**config.mk**
```make
export PLATFORM = sky130hd
export DESIGN_NAME = bp_update_scheduler
export DESIGN_NICKNAME = d
export VERILOG_FILES = /design/src/rtl/bp_update_scheduler.sv
export SDC_FILE = /design/constraint.sdc
export NUM_CORES = 1
export LEC_CHECK = 0
export CAP_MARGIN = 20
export CELL_PAD_IN_SITES_DETAIL_PLACEMENT = 1
export CELL_PAD_IN_SITES_GLOBAL_PLACEMENT = 2
export CORE_MARGIN = 2
export CORE_UTILIZATION = 42
export DETAILED_ROUTE_END_ITERATION = 10
export GPL_TIMING_DRIVEN = 0
export HOLD_SLACK_MARGIN = 0.02
export PLACE_DENSITY = 0.95
export SLEW_MARGIN = 20
export SYNTH_ARGS = -nofsm -noshare
export SYNTH_HDL_FRONTEND = slang
export SYNTH_SLANG_ARGS = --single-unit
export TNS_END_PERCENT = 1
```
**constraint.sdc**
```tcl
create_clock -name clk_i -period 4.5 [get_ports clk_i]
set_clock_uncertainty 0.1 [all_clocks]
set_input_delay 0.675 -clock clk_i [delete_from_list [all_inputs] [get_ports clk_i]]
set_output_delay 0.675 -clock clk_i [all_outputs]
set_load 0.02 [all_outputs]
```
**src/rtl/bp_update_scheduler.sv**
```systemverilog
// rtl/bp_update_scheduler.sv - predictor counter table port owner: init sweep, update FIFO, read/write arbitration
module bp_update_scheduler #(
  parameter int IndexBits   = 10,
  parameter int CtrBits     = 2,
  parameter int FifoDepth   = 4,
  parameter int StarveLimit = 8
) (
  input  logic                 clk_i,
  input  logic                 rst_ni,
  input  logic                 flush_bp_i,
  input  logic                 upd_valid_i,
  output logic                 upd_ready_o,
  input  logic [IndexBits-1:0] upd_index_i,
  input  logic [CtrBits-1:0]   upd_ctr_i,
  input  logic                 upd_taken_i,
  input  logic                 rd_req_i,
  input  logic [IndexBits-1:0] rd_index_i,
  output logic                 rd_gnt_o,
  output logic                 tbl_req_o,
  output logic                 tbl_we_o,
  output logic [IndexBits-1:0] tbl_addr_o,
  output logic [CtrBits-1:0]   tbl_wdata_o,
  output logic                 init_busy_o
);

  localparam int PtrBits    = $clog2(FifoDepth);
  localparam int StarveBits = $clog2(StarveLimit + 1);
  localparam logic [CtrBits-1:0]    InitVal   = CtrBits'((1 << (CtrBits - 1)) - 1);
  localparam logic [CtrBits-1:0]    CtrMax    = '1;
  localparam logic [IndexBits-1:0]  LastIdx   = '1;
  localparam logic [PtrBits:0]      FullCount = (PtrBits + 1)'(FifoDepth);
  localparam logic [StarveBits-1:0] StarveMax = StarveBits'(StarveLimit);

  typedef enum logic {S_INIT, S_RUN} state_t;

  state_t                 state, state_nxt;
  logic [IndexBits-1:0]   sweep_idx;
  logic [IndexBits-1:0]   fifo_index [FifoDepth];
  logic [CtrBits-1:0]     fifo_ctr   [FifoDepth];
  logic                   fifo_taken [FifoDepth];
  logic [PtrBits-1:0]     wr_ptr, rd_ptr;
  logic [PtrBits:0]       count;
  logic [StarveBits-1:0]  starve_cnt;
  logic                   fifo_full, fifo_nonempty, force_wr, push, pop;

  function automatic logic [CtrBits-1:0] next_ctr(input logic [CtrBits-1:0] ctr,
                                                   input logic taken);
    if (taken) return (ctr == CtrMax) ? ctr : ctr + 1'b1;
    return (ctr == '0) ? ctr : ctr - 1'b1;
  endfunction

  assign fifo_full     = (count == FullCount);
  assign fifo_nonempty = (count != '0);
  assign force_wr      = fifo_nonempty && (starve_cnt == StarveMax);
  // An update arriving with a flush is dropped along with the queue contents.
  assign push          = upd_valid_i && upd_ready_o && !flush_bp_i;

  always_comb begin
    state_nxt   = state;
    rd_gnt_o    = 1'b0;
    upd_ready_o = 1'b0;
    tbl_req_o   = 1'b0;
    tbl_we_o    = 1'b0;
    tbl_addr_o  = '0;
    tbl_wdata_o = InitVal;
    init_busy_o = 1'b0;
    pop         = 1'b0;
    case (state)
      S_INIT: begin
        tbl_req_o   = 1'b1;
        tbl_we_o    = 1'b1;
        tbl_addr_o  = sweep_idx;
        init_busy_o = 1'b1;
        if (sweep_idx == LastIdx) state_nxt = S_RUN;
      end
      S_RUN: begin
        upd_ready_o = !fifo_full;
        if (rd_req_i && !force_wr) begin
          rd_gnt_o   = 1'b1;
          tbl_req_o  = 1'b1;
          tbl_addr_o = rd_index_i;
        end else if (fifo_nonempty) begin
          tbl_req_o   = 1'b1;
          tbl_we_o    = 1'b1;
          tbl_addr_o  = fifo_index[rd_ptr];
          tbl_wdata_o = next_ctr(fifo_ctr[rd_ptr], fifo_taken[rd_ptr]);
          pop         = 1'b1;
        end
      end
      default: state_nxt = S_INIT;
    endcase
    if (flush_bp_i) state_nxt = S_INIT;
  end

  always_ff @(posedge clk_i or negedge rst_ni) begin
    if (!rst_ni) begin
      state     <= S_INIT;
      sweep_idx <= '0;
    end else begin
      state <= state_nxt;
      if (flush_bp_i)           sweep_idx <= '0;
      else if (state == S_INIT) sweep_idx <= sweep_idx + 1'b1;
    end
  end

  always_ff @(posedge clk_i or negedge rst_ni) begin
    if (!rst_ni) begin
      wr_ptr <= '0;
      rd_ptr <= '0;
      count  <= '0;
    end else if (flush_bp_i) begin
      wr_ptr <= '0;
      rd_ptr <= '0;
      count  <= '0;
    end else begin
      if (push) wr_ptr <= wr_ptr + 1'b1;
      if (pop)  rd_ptr <= rd_ptr + 1'b1;
      if (push && !pop)      count <= count + 1'b1;
      else if (!push && pop) count <= count - 1'b1;
    end
  end

  // Entry storage needs no reset; occupancy alone decides validity.
  always_ff @(posedge clk_i) begin
    if (push) begin
      fifo_index[wr_ptr] <= upd_index_i;
      fifo_ctr[wr_ptr]   <= upd_ctr_i;
      fifo_taken[wr_ptr] <= upd_taken_i;
    end
  end

  always_ff @(posedge clk_i or negedge rst_ni) begin
    if (!rst_ni) begin
      starve_cnt <= '0;
    end else if (flush_bp_i || !fifo_nonempty || pop) begin
      starve_cnt <= '0;
    end else if (rd_gnt_o && starve_cnt != StarveMax) begin
      starve_cnt <= starve_cnt + 1'b1;
    end
  end

endmodule
```
# ---- Yosys cells after proc, flatten, opt, wreduce, memory -nomap -nowiden
# Memories as Yosys holds them, arrays and structs flattened.
# Index checks and enable logic that the tools add are counted.
dict set report totals {
  register_bits 22
  latch_bits 0
  ram_bits 52
  romBits 0
  input_bits 28
  n_memories 3
}
dict set report classes {
  n_addsub 8
  n_mul 0
  div_mod_pow 0
  n_lt_le_gt_ge 0
  eq_ne 6
  shift 0
  mux 40
  bitwise 1
  n_reduce_logical 21
}
# memory words width rd rd_ports_with_merged_regs wr line
set memory_table {}
lappend memory_table {fifo_index 4 10 1 0 1 38} ;# logic [IndexBits-1:0] fifo_index [FifoDepth];
lappend memory_table {fifo_ctr 4 2 1 0 1 39} ;# logic [CtrBits-1:0] fifo_ctr [FifoDepth];
lappend memory_table {fifo_taken 4 1 1 0 1 40} ;# logic fifo_taken [FifoDepth];
# op n
set ops {}
lappend ops {{10-bit two-way mux} 4}
lappend ops {{2-bit two-way mux} 11}
lappend ops {{10-bit case mux with 2 select lines} 1}
lappend ops {{1-bit two-way mux} 17}
lappend ops {{10-bit by 1-bit adder with 10-bit output (second input constant)} 1}
lappend ops {{10-bit equality test (second input constant)} 1}
lappend ops {{3-bit two-way mux} 3}
lappend ops {{4-bit two-way mux} 2}
lappend ops {{1-bit logical AND} 7}
lappend ops {{2-bit by 1-bit adder with 2-bit output (second input constant)} 3}
lappend ops {{1-bit logical NOT} 6}
lappend ops {{2-bit nonzero test} 3}
lappend ops {{3-bit nonzero test} 2}
lappend ops {{4-bit by 1-bit adder with 4-bit output (second input constant)} 1}
lappend ops {{4-bit equality test (second input constant)} 1}
lappend ops {{4-bit != test (second input constant)} 1}
lappend ops {{1-bit case mux with 2 select lines} 2}
lappend ops {{3-bit by 1-bit adder with 3-bit output (second input constant)} 1}
lappend ops {{3-bit equality test (second input constant)} 1}
lappend ops {{3-bit by 1-bit subtractor with 3-bit output (second input constant)} 1}
lappend ops {{2-bit equality test (second input constant)} 1}
lappend ops {{2-bit logical NOT} 1}
lappend ops {{1-bit logical OR} 2}
lappend ops {{2-bit != test (second input constant)} 1}
lappend ops {{other kinds (2)} 2}

# ---- Logic depth before layout (Yosys ltp)
# Gate-level depths: netlist of run 1.
dict set report depth {
  word_depth 10
  mapped_depth 10
  depth_no_buf 9
}

# ---- Least setup slack after synthesis of run 1
# Ideal clock, no wire load.
dict set report synth_timing {
  kind {register to register}
  from {register starve_cnt[0]}
  to {register count[2]}
  setup_ns 0.128
  arrival_ns 2.254
  required_time_ns 4.272
  path_slack_ns 2.018
  stages_incl_launch_ff 11
  period_less_slack_ns 2.482
  cell_sequence {dfrtp_1 inv_1 ha_1 nand3b_4 a21oi_4 buf_2 nor3_1 fa_1 nor3_1 mux2i_1 mux2_1}
}
dict set report synth_between {
  elab_chain_cells 10
  word_cells_on_any_way 12
}
# item line
set synth_lines {}
lappend synth_lines {{start, declared} 43} ;# logic [StarveBits-1:0] starve_cnt;
lappend synth_lines {{start signal, assigned} 138} ;# starve_cnt <= starve_cnt + 1'b1;
lappend synth_lines {{4-bit equality test *} 54} ;# assign force_wr = fifo_nonempty && (starve_cnt == StarveMax);
lappend synth_lines {{1-bit logical AND *} 54}
lappend synth_lines {{1-bit logical NOT *} 78} ;# if (rd_req_i && !force_wr) begin
lappend synth_lines {{1-bit logical AND *} 78}
lappend synth_lines {{1-bit two-way mux *} 78}
lappend synth_lines {{1-bit two-way mux *} 68} ;# case (state)
lappend synth_lines {{1-bit logical NOT} 118} ;# if (push && !pop) count <= count + 1'b1;
lappend synth_lines {{1-bit logical AND} 118}
lappend synth_lines {{3-bit two-way mux} 118}
lappend synth_lines {{3-bit two-way mux} 111} ;# end else if (flush_bp_i) begin
lappend synth_lines {{end signal, assigned} 118}
lappend synth_lines {{end signal, assigned} 119} ;# else if (!push && pop) count <= count - 1'b1;
lappend synth_lines {{end, declared} 42} ;# logic [PtrBits:0] count;
# Mark *: on every way between the ends. The rest lies on a longest branch, timed or not.
# A chain may end at the register's enable or synchronous reset.

# ---- Final worst setup path of run 1
dict set report layout_timing {
  from {input rd_req_i}
  to {output tbl_addr_o[9]}
}
dict set report layout_between {
  elab_chain_cells 3
}
# item line
set layout_lines {}
lappend layout_lines {{start, declared} 16} ;# input logic rd_req_i,
lappend layout_lines {{1-bit logical AND} 78}
lappend layout_lines {{10-bit two-way mux} 78}
lappend layout_lines {{10-bit case mux with 2 select lines} 68}
lappend layout_lines {{end, declared} 21} ;# output logic [IndexBits-1:0] tbl_addr_o,
# Every way passes these cells.

==> flow_metrics.tcl, run 1 <==
set metrics [dict create \
    seqPwrFrac_pct 56.1 \
    max_slew_margin_pct 52.7 \
    gr-usage-all-layers_pct 18.7 \
    period_needed_ns 3.71 \
    r2r_cells 10 \
    cts_resized 0 \
    max_stage_delay_ns 0.63 \
    viasPerCell 5.25 \
    maxCapViolCount 0 \
    finalSetupTns_ns 0 \
    synth.yosys.seq_area_share_pct 62.4 \
    layout-drive-gt1-share_pct 14.7 \
    cellLeakagePower_nw 1.45 \
    intPower_w 0.00102 \
    place_area_um2 3950 \
    row_count 32 \
    ir_worst_vdd_mv 0.257 \
    clk_pin_slew_worst_paths_ns 0.08 \
    drc_errors 0 \
    postSynthCellCount 233 \
    crit_type "primary input to output pin" \
    rrSetupSlack_ns 1.69 \
    start_kind "primary input" \
    cp_cell_sequence "clkdlybuf4s50_1, and2_1, o21a_1, buf_2, a22oi_1, o21ai_1, clkdlybuf4s50_1" \
    place_hpwl_mm 5.31 \
    die_area_um2 8790 \
    htreeDepth 3 \
    fin_area_um2 4150 \
    reg2reg_from "starve_cnt[0]$_DFFE_PN0P_" \
    p_switching_w 0.000287 \
    grt_pass1_vias 2292 \
    synth_top_flop_cell "edfxtp_1" \
    cts_tree "done" \
    startpoint "rd_req_i" \
    status "completed" \
    io-pin-count 45 \
    overflow 0 \
    synth-edff-count 52 \
    area_delta_synth_final_pct 22.6 \
    root_buffer "clkbuf_8" \
    n_antenna_cell 0 \
    cp_max_fo 10 \
    crit_end "tbl_addr_o[9]" \
    route.final.wire_length_mm 7.31 \
    ys_async_sr_fraction_pct 29.7 \
    cpMaxStageDelayCell "clkdlybuf4s50_1" \
    swShare_pct 21.9 \
    ys_warn_count 0 \
    firstDrtPassIters 4 \
    clkPwrFrac_pct 39.6 \
    power_density_nw_per_um2 315 \
    hold_buffers 0 \
    start_util_pct 43.6 \
    critical_path_arrival_ns 2.93 \
    yosysUniqueCellTypes 42 \
    ant_nets 0 \
    worstMarginPinSlew_ns 0.710 \
    max_freq_mhz 270 \
    grt_antenna_before_repair 0 \
    syn_area_um2 3380 \
    dieHeight_um 93.8 \
    cpMostUsedCell "clkdlybuf4s50_1" \
    worstSkewPairLatency_ns 0.35 \
    routedWlPerCell_um 18.5 \
    min_period_over_period_pct 82.4 \
    rsz0062_at_grt "no" \
    post-cts-setup-buffers 0 \
    postSynthAreaPerCell_um2 14.5 \
    pwr-share-comb_pct 4.3 \
    grt_max_degree 23 \
    timing_hold_violations_final 0 \
    cts-buffers-inserted 9 \
    hp-class "primary input to asynchronous set/reset pin" \
    cts.sinks 74 \
    synth-seq-cells 74 \
    core_um2 7770 \
    required_ns 3.72 \
    endpoint_kind "output pin" \
    die_w_um 93.8 \
    nets 324 \
    drt_iter0_drc 108 \
    slew_violations 0 \
    cts_buffer_depth 2 \
    globalplace.congestion 0.799 \
    port_buffers 44 \
    r2r-end "count[2]$_DFFE_PN0P_" \
    setup_viol 0 \
    grt_first_pass_wirelength_mm 12.0 \
    syn-num-nets 269 \
    vias 2072 \
]
==> cells by family (layout without fill, tap and decap cells) <==
family                   after synthesis  in the layout  synth area share [%]
AO/OA/AOI/OAI                         31             31                  6.32
XOR/XNOR                              15             15                  4.11
adder cells (fa/ha/maj)                8              8                  3.18
flip-flops                            74             74                  62.4
AND/OR/NAND/NOR                       61             61                  9.99
buffers and inverters                 25             85                  3.44
multiplexers                          19             19                  10.5
==> cells in the mapped netlist (all sizes together) (6+ instances only) <==
library cell | count | area, um2
buf | 7 | 48.8
xnor2 | 13 | 121
a21oi | 6 | 41.3
inv | 16 | 60.1
nor2 | 26 | 100
o21ai | 10 | 50.1
dfrtp | 22 | 551
a22oi | 8 | 60.1
and2 | 7 | 43.8
mux4 | 13 | 293
edfxtp | 52 | 1560
ha | 7 | 87.6
==> cells in the final DEF (no fill, tap or decap), types with 2 or more instances in the layout <==
cell type,instances
xor2_1,2
mux2i_1,3
a22oi_1,8
buf_6,2
xnor2_1,12
clkbuf_1,2
o21a_1,2
nand2_1,2
a221o_1,2
nand3_1,4
clkbuf_8,9
nor2_1,25
inv_6,2
nand3b_1,2
dfrtp_1,22
clkdlybuf4s50_1,43
mux4_2,13
nor3_1,4
mux2_1,3
a21oi_1,5
nor2b_1,4
and3_1,2
and2_1,7
o21ai_1,10
buf_2,4
inv_1,15
clkinv_4,2
ha_1,7
edfxtp_1,52
nand4_1,4
==> worst max-delay path: cells and delay by family <==
family	cells	cell delay (ns)
buf+inv	3	1.50
simple gates	1	0.27
compound gates	3	0.47
==> flip-flops by register name, indices dropped and copies added, names as in the netlist <==
name        flops
fifo_index     40
sweep_idx      10
fifo_ctr        8
fifo_taken      4
starve_cnt      4
count           3
rd_ptr          2
wr_ptr          2
state           1
==> through the flow <==
| stage | std cells | total power (W) | hold WS (ns) | utilization (%) | worst slack, ns |
|---|---|---|---|---|---|
| global route | 395 | 0.00136 | 0.202 | 53.4 | 0.689 |
| CTS | 395 | 0.00132 | 0.481 | 53.4 | 0.807 |
| detailed placement | 379 | 0.000806 | 0.455 | 50.9 | 0.812 |
| finish | 395 | 0.00131 | 0.188 | 53.4 | 0.794 |
| floorplan | 233 | 0.000763 | 0.279 | - | 2.02 |
| global placement | 379 | 0.000804 | 0.450 | 50.9 | 0.822 |
==> final cells by class <==
class	count	area, um2
sequential	74	2110
buffer	9	56.3
multi-input combinational	134	1150
fill	767	3620
inverter	16	60.1
timing repair buffer	44	435
tap	102	128
clock inverter	7	76.3
clock buffer	9	124
==> per-layer routing <==
layer / wire (um) / track usage (%)
met5: 0 / 0
met4: 112 / 6.16
met3: 297 / 4.01
met2: 3830 / 31.8
met1: 3070 / 23.7
==> how the worst min path moves through the flow <==
stage / endpoint / slack (ns) / depth (start not counted)
floorplan: count[0]$_DFFE_PN0P_ / 0.28 / 0
global placement: starve_cnt[2]$_DFFE_PN0P_ / 0.45 / 2
detailed placement: starve_cnt[2]$_DFFE_PN0P_ / 0.46 / 2
CTS: starve_cnt[2]$_DFFE_PN0P_ / 0.48 / 2
global route: starve_cnt[2]$_DFFE_PN0P_ / 0.20 / 1
finish: starve_cnt[2]$_DFFE_PN0P_ / 0.19 / 1
==> power groups by stage <==
stage	registers, W	logic [W]	clock network, W
floorplan	0.000749	0.0000143	0
global placement	0.000749	0.0000551	0
detailed placement	0.000749	0.0000568	0
CTS	0.000734	0.0000572	0.000532
global route	0.000735	0.0000602	0.000562
finish	0.000734	0.0000556	0.000518
No activity file was read; power rests on OpenSTA's default activity.
==> inputs of run 2 (changes only) <==
--- a/config.mk
+++ b/config.mk
@@ -9,11 +9,11 @@
 export CELL_PAD_IN_SITES_DETAIL_PLACEMENT = 1
 export CELL_PAD_IN_SITES_GLOBAL_PLACEMENT = 2
 export CORE_MARGIN = 2
-export CORE_UTILIZATION = 42
+export CORE_UTILIZATION = 39
 export DETAILED_ROUTE_END_ITERATION = 10
 export GPL_TIMING_DRIVEN = 0
 export HOLD_SLACK_MARGIN = 0.02
-export PLACE_DENSITY = 0.95
+export PLACE_DENSITY = 0.91
 export SLEW_MARGIN = 20
 export SYNTH_ARGS = -nofsm -noshare
 export SYNTH_HDL_FRONTEND = slang
==> constraint.sdc (replaced) <==
create_clock -name clk_i -period 3.8 [get_ports clk_i]
set_clock_uncertainty 0.1 [all_clocks]
set_input_delay 0.57 -clock clk_i [delete_from_list [all_inputs] [get_ports clk_i]]
set_output_delay 0.57 -clock clk_i [all_outputs]
set_load 0.02 [all_outputs]
==> flow_metrics.tcl, run 2 (synthesized netlist as in run 1, its figures left out) <==
set metrics [dict create \
    period_needed_ns 3.47 \
    status "completed" \
    endpoint_kind "output pin" \
    r2r-end "count[2]$_DFFE_PN0P_" \
    holdWs_ns 0.0792 \
    htreeDepth 3 \
    start_util_pct 40.8 \
    core_um2 8300 \
    root_buffer "clkbuf_8" \
    grt_pass1_vias 2240 \
    post-cts-setup-buffers 0 \
    worstSkewPairLatency_ns 0.35 \
    io-pin-count 45 \
    reg2reg_from "starve_cnt[0]$_DFFE_PN0P_" \
    min_period_over_period_pct 91.4 \
    grt_max_degree 23 \
    die_w_um 97.1 \
    max_slew_margin_pct 54.9 \
    grt_first_pass_wirelength_mm 12.3 \
    mostFrequentLayoutCell "edfxtp_1" \
    cts_buffer_depth 2 \
    n_antenna_cell 0 \
    seqCellArea_um2 2110 \
    gr-usage-all-layers_pct 17.1 \
    die_area_um2 9440 \
    cp_max_fo 10 \
    crit_type "primary input to output pin" \
    hold_buffers 0 \
    drt_iter0_drc 43 \
    required_ns 3.13 \
    row_count 33 \
    largest_registers "fifo_index x40, sweep_idx x10, fifo_ctr x8" \
    cts_resized 0 \
    r2r_cells 10 \
    ir_worst_vdd_mv 0.343 \
    setup_viol 0 \
    routedWlPerCell_um 19.1 \
    layout-drive-gt1-share_pct 15.0 \
    worst-path-buf-inv 3 \
    cellLeakagePower_nw 1.46 \
    largest_reg_flops 40 \
    ant_nets 0 \
    start_kind "primary input" \
    route.final.wire_length_mm 7.61 \
    critical_path_arrival_ns 2.80 \
    cts.sinks 74 \
    globalplace.congestion 0.773 \
    viasPerCell 5.23 \
    area_delta_synth_final_pct 22.9 \
    port_buffers 44 \
    hp-class "primary input to asynchronous set/reset pin" \
    cpMaxStageDelayCell "clkdlybuf4s50_1" \
    top_register "fifo_index" \
    grt_antenna_before_repair 0 \
    rsz0062_at_grt "no" \
    cts-buffers-inserted 9 \
    power_density_nw_per_um2 381 \
    cpMostUsedCell "clkdlybuf4s50_1" \
    timing_hold_violations_final 0 \
    slew_violations 0 \
    rrSetupSlack_ns 0.91 \
    nets 324 \
    final_cell_mix "edfxtp_1 (52), clkdlybuf4s50_1 (43), nor2_1 (25), dfrtp_1 (22), inv_1 (15)" \
    firstDrtPassIters 4 \
    vias 2082 \
    cts_tree "done" \
    startpoint "rd_req_i" \
    maxCapViolCount 0 \
    place_hpwl_mm 5.55 \
    finalSetupTns_ns 0 \
    max_freq_mhz 288 \
    clk_pin_slew_worst_paths_ns 0.09 \
    fillers 826 \
    max_stage_delay_ns 0.64 \
    worstMarginPinSlew_ns 0.676 \
    dieHeight_um 97.1 \
    multiInputGateArea_um2 1150 \
    overflow 0 \
    cp_top_family "buffers and inverters" \
    drc_errors 0 \
    cp_cell_sequence "clkdlybuf4s50_1, and2_1, o21a_1, buf_2, a22oi_1, o21ai_1, clkdlybuf4s50_1" \
]
==> run 2: layer usage <==
metal	vias to the layer above	routed length, um	part of all wire [%]	track usage (%)
met5	-	0	0	0
met4	0	121	1.6	5.53
met3	9	220	2.9	3.60
met2	36	3980	52	29.0
met1	1069	3290	43	21.9
li1	968	-	-	-
==> run 2: layout make-up <==
cell class	instances	area share, %
tap	105	3.16
buffer	9	1.35
timing repair buffer	44	10.5
clock inverter	7	2.02
sequential	74	50.8
inverter	16	1.44
clock buffer	9	2.98
multi-input combinational	134	27.8
==> run 2: worst max-delay path by stage <==
stage          slack, ns                    to  cells after the start
3_5_place_dp        0.33         tbl_addr_o[6]                      7
2_1_floorplan       1.32  count[2]$_DFFE_PN0P_                     10
5_1_grt             0.22         tbl_addr_o[6]                      7
4_1_cts             0.33         tbl_addr_o[6]                      7
6_report            0.33         tbl_addr_o[6]                      7
3_3_place_gp        0.37         tbl_addr_o[8]                      7
==> run 2: where the power goes <==
part / switching [W] / total, W / internal, W
Combinational: 0.0000320 / 0.0000678 / 0.0000357
Sequential: 0.00000284 / 0.000869 / 0.000866
Clock: 0.000332 / 0.000647 / 0.000315
Total: 0.000367 / 0.00158 / 0.00122
==> run 2: through the flow <==
stage	cells	power (W)	setup slack, ns	utilization [%]	area, um2
6_report	398	0.00158	0.326	50.1	4160
5_1_grt	398	0.00163	0.219	50.1	4160
4_1_cts	398	0.00160	0.326	50.2	4160
2_1_floorplan	233	0.000904	1.32	-	3380
3_5_place_dp	382	0.000956	0.328	47.7	3960
3_3_place_gp	382	0.000953	0.368	47.7	3960
==> inputs of run 3 (changes only) <==
--- a/config.mk
+++ b/config.mk
@@ -14,6 +14,7 @@
 export GPL_TIMING_DRIVEN = 0
 export HOLD_SLACK_MARGIN = 0.02
 export PLACE_DENSITY = 0.91
+export RECOVER_POWER = 100
 export SLEW_MARGIN = 20
 export SYNTH_ARGS = -nofsm -noshare
 export SYNTH_HDL_FRONTEND = slang
==> flow_metrics.tcl, run 3 (synthesized netlist as in run 1, its figures left out) <==
set metrics [dict create \
    area_delta_synth_final_pct 22.6 \
    place_hpwl_mm 5.55 \
    finalSetupTns_ns 0 \
    status "completed" \
    cts_tree "done" \
    cp_max_fo 10 \
    max_stage_delay_ns 0.69 \
    dr_wl_met2_mm 4.02 \
    firstDrtPassIters 4 \
    drt_iter0_drc 42 \
    dieHeight_um 97.1 \
    start_kind "primary input" \
    finalNonFillerCells 398 \
    mostFrequentLayoutCell "edfxtp_1" \
    ir_worst_vdd_mv 0.342 \
    required_ns 3.13 \
    largest_reg_flops 40 \
    cts-buffers-inserted 9 \
    setup_viol 0 \
    start_util_pct 40.8 \
    worstSkewPairLatency_ns 0.35 \
    worstMarginPinSlew_ns 1.29 \
    n_antenna_cell 0 \
    row_count 33 \
    grt_max_degree 23 \
    largest_registers "fifo_index x40, sweep_idx x10, fifo_ctr x8" \
    cp_cell_sequence "clkdlybuf4s50_1, and2_0, o21a_1, buf_2, a22oi_1, o21ai_1, dlygate4sd3_1" \
    maxCapViolCount 0 \
    place_area_um2 3960 \
    multiInputGateArea_um2 1150 \
    cp_top_family "buffers and inverters" \
    seqCellArea_um2 2110 \
    timing_hold_violations_final 0 \
    io-pin-count 45 \
    root_buffer "clkbuf_8" \
    final_cell_mix "edfxtp_1 (52), dlygate4sd3_1 (27), nor2_1 (26), dfrtp_1 (22), clkdlybuf4s50_1 (16)" \
    drc_errors 0 \
    cpMaxStageDelayCell "dlygate4sd3_1" \
    clk_pin_slew_worst_paths_ns 0.09 \
    ant_nets 0 \
    globalplace.congestion 0.773 \
    hold_buffers 0 \
    max_freq_mhz 280 \
    crit_type "primary input to output pin" \
    layout-drive-gt1-share_pct 14.0 \
    worst-path-buf-inv 3 \
    route.final.wire_length_mm 7.64 \
    port_buffers 44 \
    grt_first_pass_wirelength_mm 12.3 \
    routed-wl-met3_um 163 \
    viasPerCell 5.18 \
    hp-class "primary input to asynchronous set/reset pin" \
    slew_violations 0 \
    total_power_w 0.00158 \
    power_density_nw_per_um2 380 \
    core_um2 8300 \
    critical_path_arrival_ns 2.90 \
    gr-usage-all-layers_pct 17.1 \
    cts_buffer_depth 2 \
    die_w_um 97.1 \
    endpoint_kind "output pin" \
    overflow 0 \
    grt_pass1_vias 2240 \
    max_slew_margin_pct 14.0 \
    fillers 828 \
    die_area_um2 9440 \
    place_inst 382 \
    rrSetupSlack_ns 0.92 \
    post-cts-setup-buffers 0 \
    cts.sinks 74 \
    rsz0062_at_grt "no" \
    cellLeakagePower_nw 1.47 \
    vias 2063 \
    top_register "fifo_index" \
    fin_area_um2 4150 \
    period_needed_ns 3.57 \
    htreeDepth 3 \
    top_layer "met4" \
    met1_length_mm 3.35 \
    nets 324 \
    routedWlPerCell_um 19.2 \
    cts_resized 0 \
    min_period_over_period_pct 93.9 \
    grt_antenna_before_repair 0 \
]
## run 3: cell types whose count changed in the layout (fill, tap and decap cells not counted)
cell             before  now
clkdlybuf4s50_1      43   16
dlygate4sd3_1         0   27
and2_0                0    6
and2_1                7    1
clkbuf_1              2    4
buf_1                 1    0
buf_2                 4    3
nor2_1               25   26
nor2_2                1    0
nor3b_1               0    1
nor3b_2               1    0
## run 3: routing by layer
metal	track usage, %	up-vias
li1	-	966
met1	21.9	1061
met2	29.0	31
met3	3.60	5
met5	0	-
met4	5.53	0
## run 3: where the power goes
| part | leakage, nW | switching (W) | internal (W) |
|---|---|---|---|
| registers | 0.772 | 0.00000291 | 0.000866 |
| logic | 0.591 | 0.0000321 | 0.0000316 |
| clock network | 0.102 | 0.000330 | 0.000315 |
| total | 1.47 | 0.000365 | 0.00121 |
## run 3: final cells by class
cell class | count | share of cell area, %
Multi-Input combinational cell | 134 | 27.7
Clock buffer | 9 | 2.99
Inverter | 16 | 1.45
Timing Repair Buffer | 44 | 10.5
Buffer | 9 | 1.36
Sequential cell | 74 | 50.9
Clock inverter | 7 | 2.02
Tap cell | 105 | 3.17
## run 3: through the flow
stage          setup slack [ns]  util [%]  hold slack, ns
2_1_floorplan              1.32         -           0.174
3_3_place_gp              0.368      47.7           0.450
3_5_place_dp              0.328      47.7           0.478
4_1_cts                   0.326      50.2           0.489
5_1_grt                   0.110      50.0           0.454
6_report                  0.231      50.0           0.375
## run 3: path summary, 6_finish.rpt
check | start | to | cells after the start
max reg2reg | starve_cnt[0]$_DFFE_PN0P_ | count[2]$_DFFE_PN0P_ | 10
max | rd_req_i | tbl_addr_o[1] | 7
max in group asynchronous | rst_ni | sweep_idx[8]$_DFFE_PN0P_ | 1
min in group clk_i | sweep_idx[8]$_DFFE_PN0P_ | state$_DFF_PN0_ | 2
min | rst_ni | starve_cnt[2]$_DFFE_PN0P_ | 1
min reg2reg | sweep_idx[8]$_DFFE_PN0P_ | state$_DFF_PN0_ | 2
